### src/rtl/branch_predictor_pkg.sv
// Shared definitions for the branch predictor: 2-bit direction counter
// encoding and the saturating counter update.
package branch_predictor_pkg;

  localparam logic [1:0] CTR_SNT   = 2'b00;
  localparam logic [1:0] CTR_WNT   = 2'b01;
  localparam logic [1:0] CTR_WT    = 2'b10;
  localparam logic [1:0] CTR_ST    = 2'b11;
  localparam logic [1:0] CTR_RESET = CTR_WNT;
  localparam logic [1:0] CTR_ALLOC = CTR_WT;

  // Saturating step toward the resolved direction; never wraps 11<->00.
  function automatic logic [1:0] sat_update(input logic [1:0] ctr, input logic taken);
    logic [1:0] nxt;
    if (taken) begin
      if (ctr == CTR_ST) nxt = CTR_ST;
      else               nxt = ctr + 2'd1;
    end else begin
      if (ctr == CTR_SNT) nxt = CTR_SNT;
      else                nxt = ctr - 2'd1;
    end
    return nxt;
  endfunction

endpackage

### src/rtl/bp_counter_table.sv
// Table of 2-bit direction counters: one read port for fetch lookup,
// one read port for EX resolve, and one write port for training.
module bp_counter_table
  import branch_predictor_pkg::*;
#(
  parameter int ENTRIES = 16,
  parameter int IDX_W   = $clog2(ENTRIES)
) (
  input  logic             clk,
  input  logic             rst,
  input  logic [IDX_W-1:0] a_idx,
  output logic [1:0]       a_ctr,
  input  logic [IDX_W-1:0] b_idx,
  output logic [1:0]       b_ctr,
  input  logic             wr_en,
  input  logic [IDX_W-1:0] wr_idx,
  input  logic [1:0]       wr_ctr
);

  logic [1:0] ctr_r [ENTRIES];

  // Counter storage: reset to weak not-taken, single write per cycle.
  always_ff @(posedge clk or negedge rst) begin
    if (!rst) begin
      for (int i = 0; i < ENTRIES; i++) begin
        ctr_r[i] <= CTR_RESET;
      end
    end else if (wr_en) begin
      ctr_r[wr_idx] <= wr_ctr;
    end
  end

  assign a_ctr = ctr_r[a_idx];
  assign b_ctr = ctr_r[b_idx];

endmodule

### src/rtl/branch_predictor.sv
// Direct-mapped BTB with 2-bit direction counters: combinational fetch
// lookup, EX-stage mispredict detection and table training.
module branch_predictor
  import branch_predictor_pkg::*;
#(
  parameter int ENTRIES  = 16,
  parameter int TAG_BITS = 10
) (
  input  logic        clk,
  input  logic        rst,
  input  logic [63:0] IF_pc,
  output logic        IF_Find,
  output logic        IF_Pred_take,
  output logic [63:0] IF_pred_target,
  input  logic        EX_update,
  input  logic [63:0] EX_pc,
  input  logic        EX_taken,
  input  logic [63:0] EX_target,
  input  logic        EX_Find,
  input  logic        EX_Pred_take,
  output logic        EX_mispredict,
  output logic [63:0] EX_redirect_pc
);

  localparam int IDX    = $clog2(ENTRIES);
  localparam int TAG_LO = IDX + 2;
  localparam int TAG_HI = IDX + TAG_BITS + 1;

  logic                valid_r  [ENTRIES];
  logic [TAG_BITS-1:0] tag_r    [ENTRIES];
  logic [63:0]         target_r [ENTRIES];

  logic [IDX-1:0]      if_idx_s;
  logic [IDX-1:0]      ex_idx_s;
  logic [TAG_BITS-1:0] if_tag_s;
  logic [TAG_BITS-1:0] ex_tag_s;
  logic [1:0]          if_ctr_s;
  logic [1:0]          ex_ctr_s;
  logic                if_hit_s;
  logic                ex_hit_s;
  logic                ex_hit_tgt_s;
  logic                ctr_wr_en_s;
  logic [1:0]          ctr_wr_val_s;

  assign if_idx_s = IF_pc[IDX+1:2];
  assign ex_idx_s = EX_pc[IDX+1:2];
  assign if_tag_s = IF_pc[TAG_HI:TAG_LO];
  assign ex_tag_s = EX_pc[TAG_HI:TAG_LO];

  bp_counter_table #(
    .ENTRIES (ENTRIES),
    .IDX_W   (IDX)
  ) u_ctr_table (
    .clk    (clk),
    .rst    (rst),
    .a_idx  (if_idx_s),
    .a_ctr  (if_ctr_s),
    .b_idx  (ex_idx_s),
    .b_ctr  (ex_ctr_s),
    .wr_en  (ctr_wr_en_s),
    .wr_idx (ex_idx_s),
    .wr_ctr (ctr_wr_val_s)
  );

  assign if_hit_s     = valid_r[if_idx_s] && (tag_r[if_idx_s] == if_tag_s);
  assign ex_hit_s     = valid_r[ex_idx_s] && (tag_r[ex_idx_s] == ex_tag_s);
  assign ex_hit_tgt_s = ex_hit_s && (target_r[ex_idx_s] == EX_target);

  assign IF_Find        = if_hit_s;
  assign IF_Pred_take   = if_hit_s & if_ctr_s[1];
  assign IF_pred_target = if_hit_s ? target_r[if_idx_s] : (IF_pc + 64'd4);

  // Target check catches partial-tag aliasing; a spurious flush is harmless.
  assign EX_mispredict  = EX_update &
                          ((EX_taken != (EX_Find & EX_Pred_take)) |
                           (EX_taken & EX_Pred_take & ~ex_hit_tgt_s));
  assign EX_redirect_pc = EX_taken ? EX_target : (EX_pc + 64'd4);

  // Counter write: step on a tag hit, allocate weak-taken on a taken miss.
  always_comb begin
    ctr_wr_en_s  = 1'b0;
    ctr_wr_val_s = ex_ctr_s;
    case ({EX_update, ex_hit_s, EX_taken})
      3'b110, 3'b111: begin
        ctr_wr_en_s  = 1'b1;
        ctr_wr_val_s = sat_update(ex_ctr_s, EX_taken);
      end
      3'b101: begin
        ctr_wr_en_s  = 1'b1;
        ctr_wr_val_s = CTR_ALLOC;
      end
      default: begin
        ctr_wr_en_s  = 1'b0;
        ctr_wr_val_s = ex_ctr_s;
      end
    endcase
  end

  // BTB valid/tag/target arrays; a taken resolve always refreshes the target.
  always_ff @(posedge clk or negedge rst) begin
    if (!rst) begin
      for (int i = 0; i < ENTRIES; i++) begin
        valid_r[i]  <= 1'b0;
        tag_r[i]    <= '0;
        target_r[i] <= 64'd0;
      end
    end else if (EX_update && EX_taken) begin
      valid_r[ex_idx_s]  <= 1'b1;
      tag_r[ex_idx_s]    <= ex_tag_s;
      target_r[ex_idx_s] <= EX_target;
    end
  end

endmodule

### config.mk
export PLATFORM = sky130hd
export DESIGN_NAME = branch_predictor
export DESIGN_NICKNAME = d
export VERILOG_FILES = /design/src/rtl/branch_predictor_pkg.sv /design/src/rtl/bp_counter_table.sv /design/src/rtl/branch_predictor.sv
export SDC_FILE = /design/constraint.sdc
export NUM_CORES = 2
export LEC_CHECK = 0
export CELL_PAD_IN_SITES_DETAIL_PLACEMENT = 1
export CELL_PAD_IN_SITES_GLOBAL_PLACEMENT = 1
export CORE_UTILIZATION = 46
export CTS_BUF_LIST = sky130_fd_sc_hd__clkbuf_16
export DETAILED_ROUTE_END_ITERATION = 16
export PLACE_DENSITY = 0.79
export SETUP_SLACK_MARGIN = 0.1
export SYNTH_ARGS = -nofsm -noshare
export SYNTH_HDL_FRONTEND = slang
export SYNTH_SLANG_ARGS = --single-unit
### constraint.sdc
create_clock -name clk -period 3.65 [get_ports clk]
set_clock_uncertainty 0.15 [all_clocks]
set_input_delay 0.365 -clock clk [delete_from_list [all_inputs] [get_ports clk]]
set_output_delay 0.365 -clock clk [all_outputs]
set_load 0.05 [all_outputs]
==> flow_metrics.env <==
export IMPL_status="complete, but fails checks"
export IMPL_violations="negative setup slack"
export IMPL_die_x_microns=390
export IMPL_ys_async_sr_fraction=1.00
export IMPL_hpwl_microns=193000
export IMPL_die_h_microns=390
export IMPL_wl_met3_microns=39300
export IMPL_arrival_ns=4.25
export IMPL_fillers=13900
export IMPL_met1Wirelength_microns=106000
export IMPL_row_count=142
export IMPL_ys_flop_type="dfrtp_1"
export IMPL_cts_buffer_depth=3
export IMPL_layout_drive_gt1_share=0.515
export IMPL_antenna_found_initial=20
export IMPL_cpMostUsedCell="nand4_1"
export IMPL_slew_violations=0
export IMPL_gr_total_overflow=0
export IMPL_worst_setup_path_start_kind="flip-flop"
export IMPL_route_detailed_drc=0
export IMPL_power_density_nw_per_um2=513
export IMPL_gp_congestion=0.997
export IMPL_viasPerCell=7.16
export IMPL_syn_nets=5356
export IMPL_start_util=0.463
export IMPL_hold_viol=0
export IMPL_hp_class="in -> async"
export IMPL_pin_count=329
export IMPL_max_freq_ghz=0.210
export IMPL_synth_top_area_frac=0.438
export IMPL_wl_microns=317000
export IMPL_vias=57600
export IMPL_synthCells=5153
export IMPL_synthTopCellsByArea="dfrtp_1, mux4_2, mux2_2, o21ai_0, nand2_1"
export IMPL_p_leak_uw=0.0387
export IMPL_ys_types=76
export IMPL_h_tree_depth=4
export IMPL_cts_tree="done"
export IMPL_crit_buf_inv=1
export IMPL_yosysMostFrequentCell="dfrtp_1"
export IMPL_highest_layer="met5"
export IMPL_die_area_sq_um=152000
export IMPL_synthTopCellsByCount="dfrtp_1, mux2_2, mux4_2"
export IMPL_wl_met2_microns=143000
export IMPL_grt_use_total=0.400
export IMPL_clock_root_buffer="clkbuf_16"
export IMPL_path_delay_family="compound AO/OA/AOI/OAI gates"
export IMPL_critPathRequiredTime_ns=3.13
export IMPL_fin_hold_ws_ns=0.0935
export IMPL_max_slew_margin=0.159
export IMPL_tightest_slew_ns=1.25
export IMPL_drtIter0Drc=7646
export IMPL_clk_latency_ns=0.82
export IMPL_fin_crit_sh=1.31
export IMPL_ant_nets=0
export IMPL_critPathCaptureType="output pin"
export IMPL_yosysWarnings=0
export IMPL_grt_max_degree=102
export IMPL_fin_setup_tns_ns=-57.91
export IMPL_ir_drop_uv=515
export IMPL_finalSetupViolCount=94
export IMPL_yosys_area_top_type="dfrtp_1"
export IMPL_ys_ff_latch=1232
export IMPL_syn_area_sq_um=69400
export IMPL_crit_type="reg -> out"
export IMPL_grt_pass1_wl_microns=441000
export IMPL_critPathMaxStageDelay_ns=0.54
export IMPL_critPathMaxFanout=3
export IMPL_period_needed_ns=4.77
export IMPL_crit_slowest_cell="o21ai_0"
export IMPL_clkTransAtPathRegs_ns=0.06
export IMPL_grt_pass1_vias=61200
export IMPL_fin_total_pwr_uw=45600
export IMPL_ys_seq_area_frac=0.445
export IMPL_numPortBuffers=328
export IMPL_wl_per_cell_microns=39.5
export IMPL_cts_buffers=139
export IMPL_maxCapViolations=0
export IMPL_rsz0062_at_grt="yes"
export IMPL_worst_slack_ns=-1.12
export IMPL_cp_cell_sequence="mux4_2 -> mux2i_1 -> o21ai_0 -> o31ai_1 -> nand4_1 -> a2111oi_2 -> nand4_1 -> nor3b_2 -> a31oi_4 -> buf_6"
export IMPL_syn_avg_cell_area_sq_um=13.5
export IMPL_coreArea_sq_um=150000
export IMPL_syn_to_final_growth_pct=28.2
export IMPL_first_pass_iters=8
export IMPL_clock_sinks=1232
export IMPL_synth_edf_count=0
export IMPL_fin_nets=6113
report_power, final:
part / internal, uW / total [uW] / switching (uW)
Clock: 7980 / 14300 / 6360
Combinational: 6420 / 12400 / 5960
Sequential: 16300 / 18900 / 2640
state kept, by name, summed over array words and instances, names as in the netlist:
signal / flops
u_ctr_table.ctr_r: 32
tag_r: 160
valid_r: 16
target_r: 1024
stage by stage:
stage,setup slack (ns),util,area (sq um),cells
finish,-1.12,0.594,89000,8045
global route,-1.09,0.594,89000,8037
CTS,-0.837,0.588,88000,8030
detailed placement,-1.31,0.546,81800,7723
global placement,-1.73,0.546,81800,7723
floorplan,-0.105,-,70000,5153
worst reg2reg max path: cells and delay by family (launching register included):
family          cells  cell delay (ns)
mux                 3             1.11
compound gates      3             0.93
buf+inv             2             0.47
flops               1             0.42
simple gates        2             0.27
xor+xnor            1             0.17
worst paths after layout:
check / slack, ns / cells after the start / from / end
setup / recovery: -1.12 / 10 / target_r[476] / EX_mispredict
hold / removal: 0.09 / 2 / rst / target_r[733]
setup reg to reg: 0.01 / 11 / tag_r[16] / u_ctr_table.ctr_r[29]
hold reg to reg: 0.35 / 1 / valid_r[11] / valid_r[11]
max in group asynchronous: 2.04 / 4 / rst / target_r[705]
min in group clk: 0.11 / 4 / EX_pc[11] / tag_r[115]
cell type report:
cell class	instances	area, sq um	share of cell area
antenna	9	22.5	0.000253
sequential	1232	30800	0.347
inverter	33	133	0.00149
clock buffer	142	3550	0.0399
multi-input combinational	3372	38400	0.432
tap	2016	2520	0.0283
clock inverter	109	880	0.00988
timing repair buffer	1132	12600	0.142
cell usage in the layout (no fill, tap or decap), types with 20 or more instances in the layout:
master	instances
nand2_1	391
a21oi_1	32
clkinv_2	26
a22oi_1	31
o21ai_2	33
clkinv_1	36
nand3_1	49
mux2i_1	161
o22ai_1	27
mux2_4	33
nand4_1	27
xnor2_1	73
buf_6	33
nor2_4	33
clkdlybuf4s50_1	182
inv_1	49
nor2_1	58
mux2_2	1000
nand2_4	43
clkbuf_16	144
buf_4	625
and3_1	21
o21ai_4	55
mux4_2	635
dfrtp_1	1216
xor2_1	81
o21ai_0	283
xnor2_2	20
buf_12	247
layer usage:
| metal | track usage | vias up |
|---|---|---|
| met4 | 0.284 | 22 |
| met5 | 0 | - |
| li1 | - | 21000 |
| met3 | 0.123 | 1681 |
| met2 | 0.610 | 4907 |
| met1 | 0.485 | 30000 |
logic make-up (layout without fill, tap and decap cells):
kind of cell    count (synthesis)  count (layout)  share of synthesized area
compound gates                587             587                     0.0494
xor+xnor                      180             180                     0.0227
fa+ha+maj                       6               6                    0.00105
buf+inv                       549            1416                     0.0342
flops                        1232            1232                      0.445
mux                          1846            1846                      0.401
other cells                     0               9                          0
simple gates                  753             753                     0.0471
timing repair:
action                                  4_1_cts  5_1_grt
endpoints found under the setup margin      148      144
buffers inserted                             41        6
endpoints found under the hold margin       105        0
gates cloned                                  7        2
hold buffers                                  8        0
pin swaps                                    43       71
gates resized for setup                     295      180
(Power assumes the default switching activity.)
